### src/rtl/sb_pkg.sv
// -----------------------------------------------------------------------------
// sb_pkg -- shared definitions for the system-bus interconnect.
//   * sb_state_e       : transaction FSM states
//   * sb_cmd_t         : command latched from the winning master
//   * DEAD_BEEF        : read data returned with an error completion
//   * SLOT_MSB/LSB     : address field that selects the slave slot
//   * DEFAULT_SLV_MASK : populated slots (0 data_mem, 3 ps2, 7 vga)
// -----------------------------------------------------------------------------
package sb_pkg;

   localparam int N_MST = 2;

   typedef enum logic [2:0] {
      ST_IDLE,
      ST_REQ,
      ST_WAIT,
      ST_RESP,
      ST_ERR
   } sb_state_e;

   typedef struct packed {
      logic        we;
      logic [3:0]  be;
      logic [31:0] addr;
      logic [31:0] wd;
   } sb_cmd_t;

   localparam logic [31:0] DEAD_BEEF        = 32'hDEAD_BEEF;
   localparam int          SLOT_MSB         = 31;
   localparam int          SLOT_LSB         = 24;
   localparam logic [7:0]  DEFAULT_SLV_MASK = 8'h89;
   localparam int          TMO_W            = 5;

   function automatic logic [7:0] slot_of(input logic [31:0] addr);
      return addr[SLOT_MSB:SLOT_LSB];
   endfunction

endpackage

### src/rtl/sb_rr_arbiter.sv
// -----------------------------------------------------------------------------
// sb_rr_arbiter -- two-requester round-robin arbiter.
//   clk_i, resetn_i : system clock, asynchronous active-low reset
//   req             : request vector, one bit per master
//   done            : a transaction has completed this cycle
//   done_idx        : index of the master whose transaction completed
//   grant           : one-hot grant (all zero when nobody requests)
// The pointer names the master with priority; it starts at master 0 and
// moves to the other master whenever a transaction completes.
// -----------------------------------------------------------------------------
module sb_rr_arbiter
   import sb_pkg::*;
(
   input  logic             clk_i,
   input  logic             resetn_i,
   input  logic [N_MST-1:0] req,
   input  logic             done,
   input  logic             done_idx,
   output logic [N_MST-1:0] grant
);

   logic ptr_q;

   // NOTE: sequential state uses non-blocking assignments so every flop
   // samples the values that existed before the clock edge.
   always_ff @(posedge clk_i or negedge resetn_i) begin
      if (!resetn_i) begin
         ptr_q <= 1'b0;
      end else if (done) begin
         ptr_q <= ~done_idx;
      end
   end

   // NOTE: the default assignment comes first so every path through the
   // block assigns grant; otherwise a latch would be inferred.
   always_comb begin
      grant = '0;
      if (req[ptr_q]) begin
         grant[ptr_q] = 1'b1;
      end else if (req[~ptr_q]) begin
         grant[~ptr_q] = 1'b1;
      end
   end

endmodule

### src/rtl/sb_interconnect.sv
// -----------------------------------------------------------------------------
// sb_interconnect -- two masters (m0 = LSU, m1 = loader) to N_SLV slave slots.
// The slot is taken from addr[31:24]; slaves see {8'h0, addr[23:0]}.
//   clk_i, resetn_i          : system clock, asynchronous active-low reset
//   m_req_i, m_we_i          : per-master request / write
//   m_be_i, m_addr_i, m_wd_i : per-master byte enables, address, write data
//   m_ready_o, m_err_o       : per-master completion pulse / error qualifier
//   m_rd_o                   : shared read data, valid with m_ready_o
//   s_req_o                  : one-hot slave request (single cycle)
//   s_we_o, s_be_o,
//   s_addr_o, s_wd_o         : shared slave command bus
//   s_rd_i, s_ready_i        : per-slave read data and ready
// Every output comes straight from a flop.
// Timing: request in cycle 0 -> s_req_o in cycle 1 -> ready sampled in
// cycle 2 -> m_ready_o in cycle 3. Unmapped slots complete in cycle 2.
// -----------------------------------------------------------------------------
module sb_interconnect
   import sb_pkg::*;
#(
   parameter int               N_SLV    = 8,
   parameter logic [N_SLV-1:0] SLV_MASK = N_SLV'(DEFAULT_SLV_MASK),
   parameter int               TIMEOUT  = 15
) (
   input  logic                        clk_i,
   input  logic                        resetn_i,
   input  logic [N_MST-1:0]            m_req_i,
   input  logic [N_MST-1:0]            m_we_i,
   input  logic [N_MST-1:0][3:0]       m_be_i,
   input  logic [N_MST-1:0][31:0]      m_addr_i,
   input  logic [N_MST-1:0][31:0]      m_wd_i,
   output logic [N_MST-1:0]            m_ready_o,
   output logic [N_MST-1:0]            m_err_o,
   output logic [31:0]                 m_rd_o,
   output logic [N_SLV-1:0]            s_req_o,
   output logic                        s_we_o,
   output logic [3:0]                  s_be_o,
   output logic [31:0]                 s_addr_o,
   output logic [31:0]                 s_wd_o,
   input  logic [N_SLV-1:0][31:0]      s_rd_i,
   input  logic [N_SLV-1:0]            s_ready_i
);

   localparam int               SLOT_W    = (N_SLV > 1) ? $clog2(N_SLV) : 1;
   localparam logic [255:0]     MASK_EXT  = 256'(SLV_MASK);
   localparam logic [TMO_W-1:0] TMO_LIMIT = TMO_W'(TIMEOUT);

   sb_state_e         state_q, state_d;
   sb_cmd_t           cmd_q;
   logic [SLOT_W-1:0] slot_q;
   logic              gnt_q;
   logic [TMO_W-1:0]  tmo_q, tmo_next;

   logic [N_MST-1:0]  arb_gnt;
   logic              arb_idx;
   logic              accept, take, win_mapped, ready_hit, done;
   logic [7:0]        win_slot;
   logic [SLOT_W-1:0] win_slot_w;

   logic [N_SLV-1:0]  s_req_d;
   logic [N_MST-1:0]  m_ready_d, m_err_d;
   logic [31:0]       m_rd_d;

   sb_rr_arbiter u_arb (
      .clk_i    (clk_i),
      .resetn_i (resetn_i),
      .req      (m_req_i),
      .done     (done),
      .done_idx (gnt_q),
      .grant    (arb_gnt)
   );

   // An error pulse is still on the outputs during the first IDLE cycle after
   // ERR; the master's request is legitimately still high then, so hold off
   // arbitration until the pulse has gone.
   assign accept     = (state_q == ST_IDLE) && (m_ready_o == '0);
   assign take       = accept && (|m_req_i);
   assign arb_idx    = arb_gnt[1];
   assign win_slot   = slot_of(m_addr_i[arb_idx]);
   assign win_slot_w = SLOT_W'(win_slot);
   assign win_mapped = (int'(win_slot) < N_SLV) && MASK_EXT[win_slot];
   assign ready_hit  = s_ready_i[slot_q];
   assign tmo_next   = tmo_q + TMO_W'(1);
   assign done       = ((state_q == ST_WAIT) && ready_hit) || (state_q == ST_ERR);

   // Shared slave bus: held from the grant until the next grant.
   assign s_we_o   = cmd_q.we;
   assign s_be_o   = cmd_q.be;
   assign s_addr_o = cmd_q.addr;
   assign s_wd_o   = cmd_q.wd;

   // State register
   always_ff @(posedge clk_i or negedge resetn_i) begin
      if (!resetn_i) begin
         state_q <= ST_IDLE;
      end else begin
         state_q <= state_d;
      end
   end

   // Next-state logic; s_ready_i only matters in WAIT.
   always_comb begin
      state_d = state_q;
      unique case (state_q)
         ST_IDLE: if (take) state_d = win_mapped ? ST_REQ : ST_ERR;
         ST_REQ:  state_d = ST_WAIT;
         ST_WAIT: begin
            if (ready_hit) begin
               state_d = ST_RESP;
            end else if (tmo_next == TMO_LIMIT) begin
               state_d = ST_ERR;
            end
         end
         ST_RESP: state_d = ST_IDLE;
         ST_ERR:  state_d = ST_IDLE;
         default: state_d = ST_IDLE;
      endcase
   end

   // Output logic: values the output flops take at the next edge, so each
   // pulse is visible in the cycle the FSM names it for (REQ, RESP) or, for
   // ERR, in the cycle after the error is decided.
   always_comb begin
      s_req_d   = '0;
      m_ready_d = '0;
      m_err_d   = '0;
      m_rd_d    = '0;
      unique case (state_q)
         ST_IDLE: if (take && win_mapped) s_req_d[win_slot_w] = 1'b1;
         ST_WAIT: begin
            if (ready_hit) begin
               m_ready_d[gnt_q] = 1'b1;
               m_rd_d           = cmd_q.we ? 32'h0 : s_rd_i[slot_q];
            end
         end
         ST_ERR: begin
            m_ready_d[gnt_q] = 1'b1;
            m_err_d[gnt_q]   = 1'b1;
            m_rd_d           = DEAD_BEEF;
         end
         default: ;
      endcase
   end

   // Output flops and transaction datapath
   always_ff @(posedge clk_i or negedge resetn_i) begin
      if (!resetn_i) begin
         s_req_o   <= '0;
         m_ready_o <= '0;
         m_err_o   <= '0;
         m_rd_o    <= '0;
         cmd_q     <= '0;
         slot_q    <= '0;
         gnt_q     <= 1'b0;
         tmo_q     <= '0;
      end else begin
         s_req_o   <= s_req_d;
         m_ready_o <= m_ready_d;
         m_err_o   <= m_err_d;
         m_rd_o    <= m_rd_d;
         if (take) begin
            gnt_q  <= arb_idx;
            slot_q <= win_slot_w;
            cmd_q  <= '{we:   m_we_i[arb_idx],
                        be:   m_be_i[arb_idx],
                        addr: {8'h00, m_addr_i[arb_idx][23:0]},
                        wd:   m_wd_i[arb_idx]};
         end
         tmo_q <= (state_q == ST_WAIT) ? tmo_next : '0;
      end
   end

endmodule

### config.mk
export PLATFORM = sky130hd
export DESIGN_NAME = sb_interconnect
export DESIGN_NICKNAME = d
export VERILOG_FILES = /design/src/rtl/sb_pkg.sv /design/src/rtl/sb_rr_arbiter.sv /design/src/rtl/sb_interconnect.sv
export SDC_FILE = /design/constraint.sdc
export NUM_CORES = 1
export LEC_CHECK = 0
export CAP_MARGIN = 5
export CORE_AREA = 5 5 200 202
export DETAILED_ROUTE_END_ITERATION = 6
export DIE_AREA = 0 0 205 207
export PLACE_DENSITY = 0.61
export SLEW_MARGIN = 0
export SYNTH_ARGS = -nofsm -noshare
export SYNTH_HDL_FRONTEND = slang
export SYNTH_HIERARCHICAL = 1
export SYNTH_SLANG_ARGS = --single-unit
### constraint.sdc
create_clock -name clk_i -period 6.3 [get_ports clk_i]
set_clock_uncertainty 0.1 [all_clocks]
set_input_delay 0.63 -clock clk_i [delete_from_list [all_inputs] [get_ports clk_i]]
set_output_delay 0.63 -clock clk_i [all_outputs]
set_load 0.02 [all_outputs]
==> After elaboration in Yosys (flattened, before gate mapping) <==
Memories as Yosys holds them, arrays and structs flattened.
Index checks and enable logic that the tools add are counted.
{ "totals": {"register_bits": 118, "rom_bits": 256, "input_bits": 406, "out_inout_bits": 113, "elab_cells": 90, "memories": 1} }
{ "op_classes": {"n_addsub": 1, "n_lt_le_gt_ge": 12, "n_eq_ne": 6, "muxes": 41, "bitwise": 2, "n_reduce_logical": 14} }
{ "memory_table": {"columns": ["memory", "words", "word_bits", "read_ports", "rd_ports_with_merged_regs", "write_ports", "line", "text"], "rows": [
  ["(no name shown)", 256, 1, 1, 0, 0, "sb_interconnect.sv:80", "assign win_mapped = (int'(win_slot) < N_SLV) && MASK_EXT[win_slot];"]
]} }
{ "ops": {"columns": ["op", "n"], "rows": [
  ["two-way mux 32 bit", 7],
  ["binary-select mux 32 bit (select 3 bit)", 1],
  ["case mux 32 bit (2 select lines)", 1],
  ["two-way mux 8 bit", 2],
  ["two-way mux 1 bit", 12],
  ["two-way mux 3 bit", 4],
  ["logical AND 1 bit", 9],
  ["< comparator 8 x 9 -> 1 bit, second input constant", 1],
  ["case mux 3 bit (3 select lines)", 1],
  ["< comparator 1 x 2 -> 1 bit, second input constant", 4],
  ["< comparator 3 x 4 -> 1 bit, second input constant", 2],
  ["< comparator 8 x 4 -> 1 bit, second input constant", 1],
  ["two-way mux 2 bit", 4],
  ["two-way mux 4 bit", 2],
  ["adder 5 x 1 -> 5 bit, second input constant", 1],
  ["equality test 5 x 4 -> 1 bit, second input constant", 1],
  ["two-way mux 5 bit", 1],
  ["case mux 2 bit (2 select lines)", 1],
  ["binary-select mux 1 bit (select 3 bit)", 1],
  ["demux 1 bit (select 1 bit)", 3],
  ["demux 1 bit (select 3 bit)", 1],
  ["equality test 3 x 1 -> 1 bit, second input constant", 1],
  ["equality test 3 x 2 -> 1 bit, second input constant", 1],
  ["equality test 3 bit, second input constant", 1],
  ["other kinds (10)", 13]
]} }

==> Longest topological paths before layout <==
Gate-level depths: netlist of the first run.
{ "depth": {"ltp_word": 15, "mapped_depth": 10} }

==> Cells and area by module <==
The synthesis of the first run kept the hierarchy.
{ "modules_own_cells": {"columns": ["mod", "instances", "cells_each", "area_each_um2"], "rows": [
  ["sb_interconnect", 1, 569, 6912.9],
  ["sb_rr_arbiter", 1, 6, 52.6]
]} }

==> Least setup slack after synthesis of the first run <==
No wires, ideal clock.
{ "synth_path": {"kind": "input to register", "start": "in m_req_i[1]", "end": "reg state_q[2]", "setup_time_ps": 120, "t_arrival_ps": 2343, "required_ps": 6080, "slack_ps": 3736, "stages": 8, "path_cell_list": "a21boi_1 > buf_2 > mux2i_1 > inv_1 > ha_1 > mux2i_1 > a21boi_0 > a41o_1"} }
{ "synth_between": {"elab_chain_cells": 12, "elab_cells_between_ends": 19} }
{ "synth_rtl": {"columns": ["element", "line", "text"], "rows": [
  ["start, declared", "sb_interconnect.sv:26", "input logic [N_MST-1:0] m_req_i,"],
  ["two-way mux 1 bit (not written as such) (2 in a row)", "sb_rr_arbiter.sv:40", "end else if (req[~ptr_q]) begin"],
  ["two-way mux 2 bit", "sb_rr_arbiter.sv:40", null],
  ["two-way mux 2 bit (*)", "sb_rr_arbiter.sv:38", "if (req[ptr_q]) begin"],
  ["two-way mux 32 bit (*) (2 in a row)", null, null],
  ["net win_slot[1]", "sb_interconnect.sv:56", "logic [7:0] win_slot;"],
  ["memory (256 x 1 bit)", null, null],
  ["two-way mux 1 bit (not written as such)", "sb_interconnect.sv:80", null],
  ["logical AND 1 bit (*)", "sb_interconnect.sv:80", null],
  ["two-way mux 3 bit (*) (2 in a row)", "sb_interconnect.sv:104", "ST_IDLE: if (take) state_d = win_mapped ? ST_REQ : ST_ERR;"],
  ["case mux 3 bit (3 select lines) (*)", "sb_interconnect.sv:103", "unique case (state_q)"],
  ["end signal, assigned", "sb_interconnect.sv:96", "state_q <= state_d;"],
  ["end, declared", "sb_interconnect.sv:47", "sb_state_e state_q, state_d;"]
]} }
The timed path passes the listed nets; every way through them passes the cells marked *. The select of a mux whose other input is x is not followed.
A chain may end at the register's enable or synchronous reset.

==> Final worst setup path of the first run <==
{ "layout_path": {"start": "in m_req_i[1]", "end": "reg s_req_o[4]"} }
{ "layout_between": {"elab_chain_cells": 12, "elab_cells_between_ends": 22} }
{ "layout_rtl": {"columns": ["element", "line", "text"], "rows": [
  ["two-way mux 1 bit (not written as such) (2 in a row)", "sb_rr_arbiter.sv:40", null],
  ["two-way mux 2 bit", "sb_rr_arbiter.sv:40", null],
  ["two-way mux 2 bit (*)", "sb_rr_arbiter.sv:38", null],
  ["net arb_gnt[1]", "sb_interconnect.sv:53", "logic [N_MST-1:0] arb_gnt;"],
  ["two-way mux 32 bit (*) (2 in a row)", null, null],
  ["net win_slot[1]", "sb_interconnect.sv:56", null],
  ["memory (256 x 1 bit), or another cell as far along", null, null],
  ["two-way mux 1 bit (not written as such) or logical AND 1 bit (tied branches)", "sb_interconnect.sv:80, sb_interconnect.sv:128", null],
  ["logical AND 1 bit or two-way mux 1 bit (tied branches)", "sb_interconnect.sv:80, sb_interconnect.sv:128", null],
  ["logical AND 1 bit or demux 1 bit (select 3 bit) (tied branches)", "sb_interconnect.sv:128", "ST_IDLE: if (take && win_mapped) s_req_d[win_slot_w] = 1'b1;"],
  ["two-way mux 8 bit (*)", "sb_interconnect.sv:128", null],
  ["two-way mux 8 bit (*)", "sb_interconnect.sv:127", "unique case (state_q)"],
  ["net s_req_d[4]", "sb_interconnect.sv:59", "logic [N_SLV-1:0] s_req_d;"],
  ["end signal, assigned", "sb_interconnect.sv:156", "s_req_o <= s_req_d;"],
  ["end, declared", "sb_interconnect.sv:34", "output logic [N_SLV-1:0] s_req_o,"]
]} }
Marked as above.

==> impl_metrics.toml, run 1 <==
[status]
run_status = "completed"

[sta]
setup_tns_ns = 0
slew_headroom_pct = 28.2
slew_violations = 0
tightest_slew_ns = 1.08
rsz0062_at_grt = "no"
fmax_mhz = 356
finalHoldViolations = 0
period_minus_slack_ns = 2.81
setup-violations-final = 0
period_share_pct = 44.6

[clocking]
htreeDepth = 4
clock_latency_ns = 0.43
cts_tree = "done"
clkSlewWorstSetupHoldPaths_ns = 0.06
cts.path.max_buffers = 2
postCtsSetupRepairBufs = 0
root_buffer = "clkbuf_16"
hold_buffers = 0
clkSinkCount = 118
cts_resized = 0
cts_buffers = 17

[place]
routabilityCongestion = 0.852
hpwl_um = 28800
place_inst = 1559
placed_area_sq_mm = 0.0125
port_buffers = 510

[pwr]
p_leak_nw = 5.24
power.share.sequential_pct = 24.8
clkPwrFrac_pct = 19.6
p_comb_share_pct = 55.6
internal_power_w = 0.00307
p_per_area_mw_per_mm2 = 390
peakVddDrop_v = 0.000232
switching_share_pct = 39.7
power.switching_w = 0.00203

[routing]
vias_per_cell = 4.26
drc = 0
dr.pass1.iters = 4
wl_per_cell_um = 22.0
drt_iter0_drc = 286
ant_nets = 0
routed_wl_um = 35200
vias = 6806

[worst_setup_path]
worstPathArrival_ns = 3.06
cp_max_fo = 8
start_kind = "input pin"
crit_type = "in -> reg"
timing.critical_path.required_ns = 6.55
end_kind = "flop"

[synthesis]
syn_inst = 574
yosysWarningCount = 6
post_synth.cell_area_avg_sq_um = 12.1
syn_area_sq_mm = 0.00696

[global_routing]
antenna_found_initial = 17
grt_overflow = 0
grt_pass1_wl_um = 49500
grt_max_degree = 70
grt_pass1_vias = 7248
grt_util_all_layers_pct = 15.9

[die]
die_w_um = 205
start_util_pct = 18.3
fp.dieH_um = 207
rows = 72
ios = 519
coreArea_sq_mm = 0.0381
die_area_sq_mm = 0.0424

[job]
maxCapViolCount = 0

[hold_path]
hp-class = "in -> async"

[layout]
design_area_sq_mm = 0.0131
nets = 1469
final_layout_size_suffix_gt1_share_pct = 10.6
layoutNonFillerInstCount = 1599
syn2layout_area_growth_pct = 87.8
==> power groups by stage <==
stage               registers [W]  clock network (W)  logic [W]
floorplan                 0.00156                  0    0.00142
global placement          0.00127                  0    0.00285
detailed placement        0.00128                  0    0.00288
CTS                       0.00127            0.00104    0.00288
global route              0.00131            0.00107    0.00304
finish                    0.00126            0.00100    0.00284
==> path summary, 6_finish.rpt <==
kind                       startpoint      endpoint  slack, ns  depth (start not counted)
setup reg to reg            slot_q[0]     m_rd_o[7]       3.60                          4
setup / recovery           m_req_i[1]    s_req_o[4]       3.49                          8
max in group asynchronous    resetn_i  s_addr_o[20]       4.74                          2
min in group clk_i         state_q[1]    state_q[1]       0.42                          1
hold / removal               resetn_i     s_wd_o[4]       0.09                          1
hold reg to reg            state_q[1]    state_q[1]       0.42                          1
==> sequential cells by signal, summed over array words and instances, names as in the netlist <==
signal and flops:
m_err_o 2, tmo_q 5, s_wd_o 32, s_addr_o 24
u_arb/ptr_q 1, s_req_o 8, m_rd_o 32, gnt_q 1
state_q 3, s_we_o 1, slot_q 3, s_be_o 4
m_ready_o 2
==> cells in the final DEF, fill, tap and decap left out, types with 3 or more instances in the layout <==
cell type,instances
buf_4,6
clkinv_2,4
inv_1,7
mux4_2,64
nand3_1,5
clkdlybuf4s50_1,509
conb_1,8
clkinv_4,6
mux2i_1,101
dfrtp_1,115
clkbuf_16,17
o21ai_1,24
nand2_1,6
nor2_1,91
diode_2,8
ha_1,3
a21oi_1,66
==> routing by layer <==
metal / up-vias / share of wire [%] / track usage (%)
met5: - / 0.15 / 0
met4: 10 / 2.4 / 5.59
met3: 51 / 11 / 6.54
met2: 374 / 50 / 27.6
met1: 3270 / 36 / 17.5
li1: 3101 / - / -
==> critical path, cell delays in order <==
cell and delay, ns:
clkdlybuf4s50_1 0.54, a21boi_4 0.37, mux2i_1 0.42, inv_1 0.12, ha_1 0.29, mux2i_1 0.28, nand4_1 0.24, nor2_1 0.18
==> cell type report <==
cell class                 instances  area (sq um)
fill                            3879         25000
multi-input combinational        400          3670
inverter                           7          26.3
clock buffer                      18           439
sequential                       118          2960
clock inverter                    14           150
tap                              518           648
timing repair buffer             516          5150
antenna                            8          20.0
==> metrics by stage <==
step / total power (W) / hold WS (ns) / worst slack, ns / utilization [%]
2_1_floorplan: 0.00298 / 0.234 / 3.74 / -
3_3_place_gp: 0.00412 / 0.399 / 3.21 / 32.7
3_5_place_dp: 0.00415 / 0.413 / 3.07 / 32.7
4_1_cts: 0.00519 / 0.0842 / 3.53 / 34.2
5_1_grt: 0.00542 / 0.112 / 3.30 / 34.3
6_report: 0.00510 / 0.0870 / 3.49 / 34.3
No activity file was read; power rests on OpenSTA's default activity.
==> run 2, diff against run 1 <==
--- a/config.mk
+++ b/config.mk
@@ -9,7 +9,7 @@
 export CORE_AREA = 5 5 200 202
 export DETAILED_ROUTE_END_ITERATION = 6
 export DIE_AREA = 0 0 205 207
-export PLACE_DENSITY = 0.61
+export PLACE_DENSITY = 0.63
 export SLEW_MARGIN = 0
 export SYNTH_ARGS = -nofsm -noshare
 export SYNTH_HDL_FRONTEND = slang
==> constraint.sdc (replaced) <==
create_clock -name clk_i -period 2.5 [get_ports clk_i]
set_clock_uncertainty 0.1 [all_clocks]
set_input_delay 0.25 -clock clk_i [delete_from_list [all_inputs] [get_ports clk_i]]
set_output_delay 0.25 -clock clk_i [all_outputs]
set_load 0.02 [all_outputs]
==> run 2 against run 1 <==
Net effect:
- clock-buffer cell count is 3 higher
- combinational power grew to 2.6 times the previous value
- critical endpoint is now m_rd_o[19]
- worst setup slack worse by 3.2 ns
- via count up 1.2%
- largest cell class unchanged
- critical path depth down 4
- highest routed layer unchanged
==> impl_metrics.toml, run 2 (synthesis gave the netlist of run 1 again) <==
[clocking]
clkSinkCount = 118
cts_tree = "done"
cts_buffers = 17
clkSlewWorstSetupHoldPaths_ns = 0.06
hold_buffers = 1
postCtsSetupRepairBufs = 0
htreeDepth = 4
root_buffer = "clkbuf_16"
cts_resized = 0
clock_latency_ns = 0.42
cts.path.max_buffers = 2

[routing]
wl_per_cell_um = 20.6
dr.pass1.iters = 4
routed_wl_um = 33400
drc = 0
vias_per_cell = 4.25
drt_iter0_drc = 294
wl_met1_um = 12600
top_layer = "met5"
wl_met3_um = 3540
route.met2.wl_um = 16600
vias = 6888
ant_nets = 0

[die]
coreArea_sq_mm = 0.0381
rows = 72
die_w_um = 205
ios = 519
die_area_sq_mm = 0.0424
fp.dieH_um = 207
start_util_pct = 18.3

[layout]
multi_input_area_sq_mm = 0.00367
fill_cells = 3817
final_layout_size_suffix_gt1_share_pct = 12.5
final_cell_mix = "clkdlybuf4s50_1 (509), dfrtp_1 (115), mux2i_1 (101)"
ff_latch_area_sq_mm = 0.00296
nets = 1496
design_area_sq_mm = 0.0133
final_common_cell = "clkdlybuf4s50_1"
syn2layout_area_growth_pct = 91.6
final_core_util_pct = 35.0

[sta]
period_minus_slack_ns = 2.19
setup-violations-final = 0
fmax_mhz = 456
tightest_slew_ns = 0.589
rsz0062_at_grt = "no"
setup_tns_ns = 0
period_share_pct = 87.6
holdWs_ns = 0.242
slew_violations = 0
finalHoldViolations = 0
slew_headroom_pct = 60.7

[worst_setup_path]
path_cells = "or3b_1 -> a31oi_4 -> nand4b_4 -> o21ai_1"
end_kind = "flop"
reg2reg_slack_ns = 0.31
worstPathArrival_ns = 2.43
cp_max_fo = 32
crit_path_max_incr_delay_ns = 0.52
timing.critical_path.required_ns = 2.74
start_kind = "flop"
crit_type = "reg -> reg"
cp_slowest_cell = "or3b_1"

[pwr]
p_per_area_mw_per_mm2 = 978
p_leak_nw = 5.37
peakVddDrop_v = 0.000657
total_power_w = 0.0130

[hold_path]
hp-class = "in -> async"

[global_routing]
antenna_found_initial = 10
grt_util_all_layers_pct = 15.4
grt_pass1_wl_um = 48800
grt_max_degree = 61
grt_overflow = 0
grt_pass1_vias = 7452

[job]
maxCapViolCount = 0

[status]
run_status = "completed"

[place]
port_buffers = 510
routabilityCongestion = 0.851
hpwl_um = 27800
placed_area_sq_mm = 0.0128
run 2: changes by cell type in the layout (fill, tap and decap cells not counted), sizes merged:
cell and delta:
diode -4, dlygate4sd3 +1, bufinv -1, buf +26, clkinv -7, clkinvlp +5
clkbuf +3
run 2: path summary, 6_finish.rpt:
kind	from	to	cells after the start
max in group asynchronous	resetn_i	s_wd_o[17]	3
worst max register to register	state_q[2]	m_rd_o[19]	4
worst max-delay path	state_q[2]	m_rd_o[19]	4
worst min-delay path	resetn_i	s_wd_o[4]	2
worst min register to register	gnt_q	m_ready_o[0]	1
min in group clk_i	m_addr_i[15]	s_addr_o[15]	3
run 2: where the power goes:
group | internal, W | switching [W]
combinational | 0.00385 | 0.00363
clock | 0.00142 | 0.000960
sequential | 0.00270 | 0.000484
run 2: worst max-delay path, delay by kind of cell, from the launching register on:
family	cells	cell delay [ns]
simple gates	2	1.01
compound gates	2	0.55
flops	1	0.42
run 2: stage by stage:
step	worst slack, ns	std cells
after global placement	-0.0199	1585
after CTS	0.266	1618
final	0.309	1622
after floorplan	0.239	581
after global routing	0.111	1621
after detailed placement	-0.0991	1585
run 2: layer usage:
metal	vias to the layer above	global-route usage [%]
met5	-	0
met4	12	3.93
met3	36	6.27
met2	381	26.5
met1	3306	17.6
li1	3153	-
run 2: final cells by class:
type | count | area share, %
inverters | 7 | 0.197
well taps | 518 | 4.86
diodes | 4 | 0.0751
clock buffers | 21 | 3.45
multi-input cells | 400 | 27.5
clock inverters | 11 | 0.751
flip-flops and latches | 118 | 22.2
repair buffers | 543 | 40.9
